`src/rtl/key_scan_pkg.sv`:
```
// key_scan_pkg: shared constants, FSM state type and one-hot helper for the key scanner.
package key_scan_pkg;
  localparam int KEY_W = 4;
  localparam int DEBOUNCE_DEFAULT = 16;
  typedef enum logic [1:0] {IDLE, DEBOUNCE, PRESENT, RELEASE} state_t;
  function automatic logic is_onehot(input logic [KEY_W-1:0] k);
    return (k != '0) && ((k & (k - KEY_W'(1))) == '0);
  endfunction
endpackage

```
`src/rtl/sync_2ff.sv`:
```
// sync_2ff: two-flop synchronizer for asynchronous level inputs.
module sync_2ff #(
  parameter int W = 1
) (
  input  logic         clk,
  input  logic         rst,
  input  logic [W-1:0] i_d,
  output logic [W-1:0] o_q
);
  logic [W-1:0] r_meta;
  logic [W-1:0] r_sync;
  always_ff @(posedge clk or posedge rst) begin
    if (rst) begin
      r_meta <= '0;
      r_sync <= '0;
    end else begin
      r_meta <= i_d;
      r_sync <= r_meta;
    end
  end
  assign o_q = r_sync;
endmodule

```
`src/rtl/key_scan_debounce.sv`:
```
// key_scan_debounce: debounces four push-buttons and hands one single-key press per
// physical press to a valid/ready consumer; multi-key presses raise a one-cycle error.
module key_scan_debounce
  import key_scan_pkg::*;
#(
  parameter int DEBOUNCE_CYCLES = DEBOUNCE_DEFAULT
) (
  input  logic             clk,
  input  logic             rst,
  input  logic [KEY_W-1:0] key_raw,
  input  logic             out_ready,
  output logic             key_valid,
  output logic [KEY_W-1:0] key_onehot,
  output logic             multi_err
);
  localparam int CW = $clog2(DEBOUNCE_CYCLES);
  localparam logic [CW-1:0] CNT_LAST = CW'(DEBOUNCE_CYCLES - 1);
  logic [KEY_W-1:0] w_key_sync;
  logic             w_last;
  state_t           r_state;
  logic [CW-1:0]    r_cnt;
  logic [KEY_W-1:0] r_cand;
  logic             r_valid;
  logic [KEY_W-1:0] r_onehot;
  logic             r_err;
  sync_2ff #(.W(KEY_W)) u_sync (
    .clk (clk),
    .rst (rst),
    .i_d (key_raw),
    .o_q (w_key_sync)
  );
  // counter stops at CNT_LAST; the state change happens on that cycle, so it never wraps
  assign w_last = r_cnt == CNT_LAST;
  always_ff @(posedge clk or posedge rst) begin
    if (rst) begin
      r_state  <= IDLE;
      r_cnt    <= '0;
      r_cand   <= '0;
      r_valid  <= 1'b0;
      r_onehot <= '0;
      r_err    <= 1'b0;
    end else begin
      r_err <= 1'b0;
      case (r_state)
        IDLE: if (w_key_sync != '0) begin
          r_cand  <= w_key_sync;
          r_cnt   <= '0;
          r_state <= DEBOUNCE;
        end
        DEBOUNCE: if (w_key_sync == '0) r_state <= IDLE;
          else if (w_key_sync != r_cand) begin
            r_cand <= w_key_sync;
            r_cnt  <= '0;
          end else if (!w_last) r_cnt <= r_cnt + CW'(1);
          else if (is_onehot(r_cand)) begin
            r_state  <= PRESENT;
            r_valid  <= 1'b1;
            r_onehot <= r_cand;
          end else begin
            r_state <= RELEASE;
            r_err   <= 1'b1;
            r_cnt   <= '0;
          end
        PRESENT: if (r_valid && out_ready) begin
          r_state  <= RELEASE;
          r_valid  <= 1'b0;
          r_onehot <= '0;
          r_cnt    <= '0;
        end
        RELEASE: if (w_key_sync != '0) r_cnt <= '0;
          else if (w_last) r_state <= IDLE;
          else r_cnt <= r_cnt + CW'(1);
        default: r_state <= IDLE;
      endcase
    end
  end
  assign key_valid  = r_valid;
  assign key_onehot = r_onehot;
  assign multi_err  = r_err;
endmodule

```
`config.mk`:
```
export PLATFORM = sky130hd
export DESIGN_NAME = key_scan_debounce
export DESIGN_NICKNAME = d
export VERILOG_FILES = /design/src/rtl/key_scan_pkg.sv /design/src/rtl/sync_2ff.sv /design/src/rtl/key_scan_debounce.sv
export SDC_FILE = /design/constraint.sdc
export NUM_CORES = 1
export LEC_CHECK = 0
export CAP_MARGIN = 20
export CORE_MARGIN = 2
export CORE_UTILIZATION = 55
export DETAILED_ROUTE_END_ITERATION = 16
export GPL_ROUTABILITY_DRIVEN = 0
export GPL_TIMING_DRIVEN = 0
export PLACE_DENSITY = 0.9
export SLEW_MARGIN = 20
export SYNTH_ARGS = -nofsm -noshare
export SYNTH_HDL_FRONTEND = slang
export SYNTH_SLANG_ARGS = --single-unit
export TNS_END_PERCENT = 100
```
`constraint.sdc`:
```
create_clock -name clk -period 5.38 [get_ports clk]
set_input_delay 1.076 -clock clk [delete_from_list [all_inputs] [get_ports clk]]
set_output_delay 1.076 -clock clk [all_outputs]
set_load 0.02 [all_outputs]
```
==> results of run 1 <==
## cells in the final DEF (no fill, tap or decap), drive strengths merged, types with 2 or more instances in the layout
master         Yosys  final
dfrtp             24     24
clkdlybuf4s50      0     12
nand3              9      9
inv                8      8
nand2              7      7
o21ai              6      6
xnor2              4      4
nand4              4      4
a21oi              4      4
clkbuf             1      4
buf                4      4
nor4b              3      3
a22o               3      3
nor2               2      2
## cells in the mapped netlist
cell,n
a31oi_1,1
mux2_2,1
xor2_1,1
inv_1,8
nand3_1,9
o211ai_2,1
dfrtp_1,24
and2_4,1
nor2_1,2
a311o_1,1
o21ai_0,5
buf_6,2
nor4_1,1
nor4b_1,3
buf_2,2
or4_1,1
a21oi_1,4
nand2_1,7
o21ai_1,1
o22a_1,1
xnor2_1,4
o22ai_1,1
nor2b_1,1
o21ba_2,1
mux2i_1,1
clkbuf_1,1
or4b_4,1
ha_1,1
a22o_1,3
nand4_1,4
## cell families (layout without fill, tap and decap cells)
logic type                 count (synthesis)  after routing  synth area share [%]
AOI/OAI and AO/OA                         19             19                  12.4
xor gates and xnor gates                   5              5                  4.18
adders and majority gates                  1              1                  1.19
buffers and inverters                     13             29                  6.33
DFF                                       24             24                  57.3
muxes                                      2              2                  2.03
and+or+nand+nor                           30             30                  16.5
## flip-flops by register name (all words and copies together) (netlist names), named ones only
register       count
multi_err          1
r_state            1
r_cand             4
u_sync.r_meta      4
key_onehot         4
u_sync.o_q         4
key_valid          1
r_cnt              4
## metrics by stage
step                      instances  hold WS (ps)
after CTS                       135           370
after floorplan                  94           331
after global placement          131           333
after detailed placement        131           336
after global routing            135           366
final                           135           367
## where the power goes
group | internal (W) | total (W) | switching (W) | leakage (nW)
Clock | 0.0000754 | 0.000130 | 0.0000542 | 0.0279
Sequential | 0.000188 | 0.000194 | 0.00000617 | 0.276
Combinational | 0.0000183 | 0.0000351 | 0.0000168 | 0.248
Total | 0.000281 | 0.000358 | 0.0000772 | 0.553
## worst reg2reg max path: cells and delay by family, from the launching register on
kind	cells	cell delay, ps
flip-flops	1	390
AND/OR/NAND/NOR	3	980
AO/OA/AOI/OAI	2	320
buffers and inverters	2	250
## worst paths after layout
kind | startpoint | to | slack (ps) | cells after the start
setup / recovery | key_valid$_DFFE_PP0P_ | key_valid | 2960 | 1
setup reg to reg | r_cand[3]$_DFFE_PP0P_ | r_cnt[3]$_DFFE_PP0P_ | 3370 | 7
min in group asynchronous | rst | u_sync.r_meta[1]$_DFF_PP0_ | 1200 | 2
hold / removal | u_sync.r_meta[2]$_DFF_PP0_ | u_sync.o_q[2]$_DFF_PP0_ | 370 | 0
hold reg to reg | u_sync.r_meta[2]$_DFF_PP0_ | u_sync.o_q[2]$_DFF_PP0_ | 370 | 0
max in group asynchronous | rst | r_cnt[2]$_DFFE_PP0P_ | 3660 | 2
## per-layer routing
layer	track usage, %	vias up
li1	-	367
met1	21.3	353
met2	28.9	18
met3	1.51	2
met4	8.65	0
met5	0	-
## layout make-up
type | instances | area, um2
Fill cell | 137 | 513
Multi-Input combinational cell | 57 | 380
Timing Repair Buffer | 12 | 120
Clock buffer | 3 | 22.5
Sequential cell | 24 | 601
Inverter | 8 | 30.0
Tap cell | 25 | 31.3
Buffer | 5 | 36.3
Clock inverter | 1 | 30.0
==> run summary, run 1 <==
# IOs: 13
first-pass GRT wire length: 2.69 mm
sequential element share of the synthesized area: 57.3%
CP bufs+invs: 1
crit path capture type: output port
slowest stage delay, CP: 620 ps
via count: 740
layout cells sized above 1: 11.8%
CP required: 4300 ps
cts hold-fix bufs: 0
final instance area: 1250 um2
largest area contributor in the netlist: dfrtp_1
Layout area overhead: 19.5%
die width: 47.6 um
CP max FO: 4
Final TNS setup: 0 ps
IO buf count: 12
H-Tree Depth: 1
synthesized cell area: 1050 um2
die height: 47.6 um
DP HPWL: 1.26 mm
syn_area_per_cell: 11.1 um2
clock latency on the worst-skew pair: 320 ps
Pwr Density: 286 nW/um2
top post-synthesis cells by area: dfrtp_1 (57%), nand3_1 (4.3%), xnor2_1 (3.3%)
largest net degree at the start of global routing: 25
clock root cell: clkbuf_4
clock sinks: 24
worst slack, placed: 2920 ps
DRT antenna net count: 0
CTS buffer count: 3
worst-margin pin slew: 836 ps
Max Freq: 0.413 GHz
final core area utilization: 70.9%
fin. max-slew vios: 0
vias in the first global route: 680
VDD IR max: 0.237 mV
DRC: 0
metal2 WL: 830 um
Syn. warnings: 0
period utilisation layout: 45.0%
Slowest-stage cell, CP: clkdlybuf4s50_1
Ant. Diodes: 0
Top Layer Used: met4
unrepaired setup endpoints after global routing: false
P_leak: 0.553 nW
area post-placement: 1200 um2
Slew headroom: 44.2%
Post-Route WL: 1.66 mm
standard-cell row count: 15
Arr. time, crit path: 1340 ps
post-CTS sizing: 0
first-iteration detailed-routing DRC count: 7
max-cap violations: 0
skew final: 1.95 ps
flops & latches, synth: 24
metal3 WL: 59 um
outcome: finished clean
Tot Pwr: 0.000358 W
Final Critical Period: 2420 ps
Final WS setup: 2960 ps
drt first pass iters: 4
Post-CTS Setup Repair Bufs: 0
met1 wire length: 750 um
Setup-failing EPs final: 0
wire per inst: 12.3 um
total congestion overflow: 0
Initial Util: 59.4%
Netlist cell types: 30
CTS Buffer Depth: 2
CTS tree: done
initial antenna violation count: 0
CP Cell Sequence: clkdlybuf4s50_1
Die ar.: 2270 um2
syn_nets: 102
Yosys top cell area share: 57.3%
via-per-instance ratio: 5.48
Mapped Cells: 94
crit path launch type: flop
Setup CP Type: reg2out
core area: 1760 um2
crit-path leading delay family: buffers and inverters
worst hold path type: reg2reg
gr usage total: 16.9%
clock-pin slew of the registers on the worst-case setup and hold paths: 130 ps
count of final hold-check violations: 0
Final #Nets: 119
No activity file was read; power rests on OpenSTA's default activity.
==> run 2, diff against run 1 <==
- CORE_UTILIZATION: 55 -> 47
- PLACE_DENSITY: 0.9 -> 0.83
- clock period: 5.38 -> 2.15 ns (I/O delays scaled with it)
==> run summary, run 2 (synthesized netlist as in run 1, its figures left out) <==
Final WS setup: 87.8 ps
P_leak: 0.553 nW
area post-placement: 1200 um2
count of final hold-check violations: 0
post-CTS sizing: 0
drt first pass iters: 4
Setup CP Type: reg2reg
Final TNS setup: 0 ps
worst hold path type: reg2reg
DP HPWL: 1.27 mm
IO buf count: 12
Pwr Density: 717 nW/um2
layout cells sized above 1: 11.8%
clock-pin slew of the registers on the worst-case setup and hold paths: 130 ps
crit path launch type: flop
CTS Buffer Depth: 2
VDD IR max: 0.628 mV
most common cell after layout, fill and taps aside: dfrtp_1
vias in the first global route: 702
die height: 51.2 um
gr usage total: 14.6%
skew final: 6.68 ps
first-pass GRT wire length: 2.84 mm
wire per inst: 12.3 um
worst slack, placed: 121 ps
Ant. Diodes: 0
Post-Route WL: 1.70 mm
via-per-instance ratio: 5.38
Arr. time, crit path: 2270 ps
CP startpoint: r_cand[3]$_DFFE_PP0P_
clock sinks: 24
first-iteration detailed-routing DRC count: 10
standard-cell row count: 17
period utilisation layout: 95.9%
Initial Util: 48.7%
CP required: 2360 ps
Final Critical Period: 2060 ps
Setup-failing EPs final: 0
CTS tree: done
largest net degree at the start of global routing: 25
Post-CTS Setup Repair Bufs: 0
worst-margin pin slew: 862 ps
max-cap violations: 0
Critical Path Sink: r_cnt[3]$_DFFE_PP0P_
die width: 51.2 um
Final #Nets: 119
reg2reg end: r_cnt[3]$_DFFE_PP0P_
reg2reg start: r_cand[3]$_DFFE_PP0P_
WHS Path Cells: 0
total congestion overflow: 0
initial antenna violation count: 0
unrepaired setup endpoints after global routing: false
CP Cell Sequence: buf_6 -> nor4b_1 -> a311o_1 -> or4b_4 -> buf_2 -> nand4_1 -> o211ai_2
Reg2Reg Depth: 7
CTS buffer count: 3
slowest stage delay, CP: 500 ps
Filler cells: 180
via count: 743
Die ar.: 2620 um2
DRT antenna net count: 0
Max Freq: 0.485 GHz
setup slack, reg-to-reg: 90 ps
clock root cell: clkbuf_4
H-Tree Depth: 1
core area: 2150 um2
clock latency on the worst-skew pair: 320 ps
Slew headroom: 42.4%
fin. max-slew vios: 0
DRC: 0
final instance area: 1250 um2
Slowest-stage cell, CP: or4b_4
# IOs: 13
cts hold-fix bufs: 0
outcome: finished clean
CP max FO: 10
most frequent cells in the layout: dfrtp_1 (24), clkdlybuf4s50_1 (12), nand3_1 (9)
crit path capture type: flop
Layout area overhead: 19.8%
-- run 2: cell counts in the layout (fill, tap and decap cells not counted) --
Identical to the previous run, type by type.
-- run 2: worst min-delay path by stage --
stage,from,end,slack [ps]
floorplan,u_sync.r_meta[0]$_DFF_PP0_,u_sync.o_q[0]$_DFF_PP0_,330
global placement,u_sync.r_meta[0]$_DFF_PP0_,u_sync.o_q[0]$_DFF_PP0_,330
detailed placement,u_sync.r_meta[3]$_DFF_PP0_,u_sync.o_q[3]$_DFF_PP0_,340
CTS,u_sync.r_meta[1]$_DFF_PP0_,u_sync.o_q[1]$_DFF_PP0_,370
global route,u_sync.r_meta[1]$_DFF_PP0_,u_sync.o_q[1]$_DFF_PP0_,370
finish,u_sync.r_meta[1]$_DFF_PP0_,u_sync.o_q[1]$_DFF_PP0_,360
-- run 2: final cells by class --
cell class | instances | area (um2) | share of cell area (%)
Buffer | 5 | 36.3 | 2.89
Clock buffer | 3 | 22.5 | 1.79
Clock inverter | 1 | 30.0 | 2.39
Inverter | 8 | 30.0 | 2.39
Multi-Input combinational cell | 57 | 380 | 30.3
Sequential cell | 24 | 601 | 47.9
Tap cell | 28 | 35.0 | 2.79
Timing Repair Buffer | 12 | 120 | 9.57
-- run 2: critical path, delay by kind of cell (launching register included) --
kind | cells | cell delay (ps)
flip-flops | 1 | 400
AND/OR/NAND/NOR | 3 | 930
AO/OA/AOI/OAI | 2 | 300
buffers and inverters | 2 | 320
-- run 2: metrics by stage --
step	util (%)	std cells	hold WS [ps]	total power, W
floorplan	-	94	331	0.000556
finish	58.4	138	362	0.000900
global route	58.4	138	372	0.000935
global placement	56.0	134	333	0.000577
CTS	58.4	138	368	0.000909
detailed placement	56.0	134	338	0.000584
-- run 2: layer usage --
| metal | GRT usage (%) | up-vias | share of wire, % |
|---|---|---|---|
| li1 | - | 365 | - |
| met1 | 15.9 | 353 | 43 |
| met2 | 27.5 | 21 | 50 |
| met3 | 2.34 | 4 | 5.2 |
| met4 | 6.76 | 0 | 1.5 |
| met5 | 0 | - | 0 |
-- run 2: where the power goes --
part | total (W) | internal, W | leakage (nW) | switching [W]
registers | 0.000485 | 0.000469 | 0.276 | 0.0000156
logic | 0.0000891 | 0.0000459 | 0.248 | 0.0000433
clock network | 0.000326 | 0.000189 | 0.0279 | 0.000137
total | 0.000900 | 0.000704 | 0.553 | 0.000196
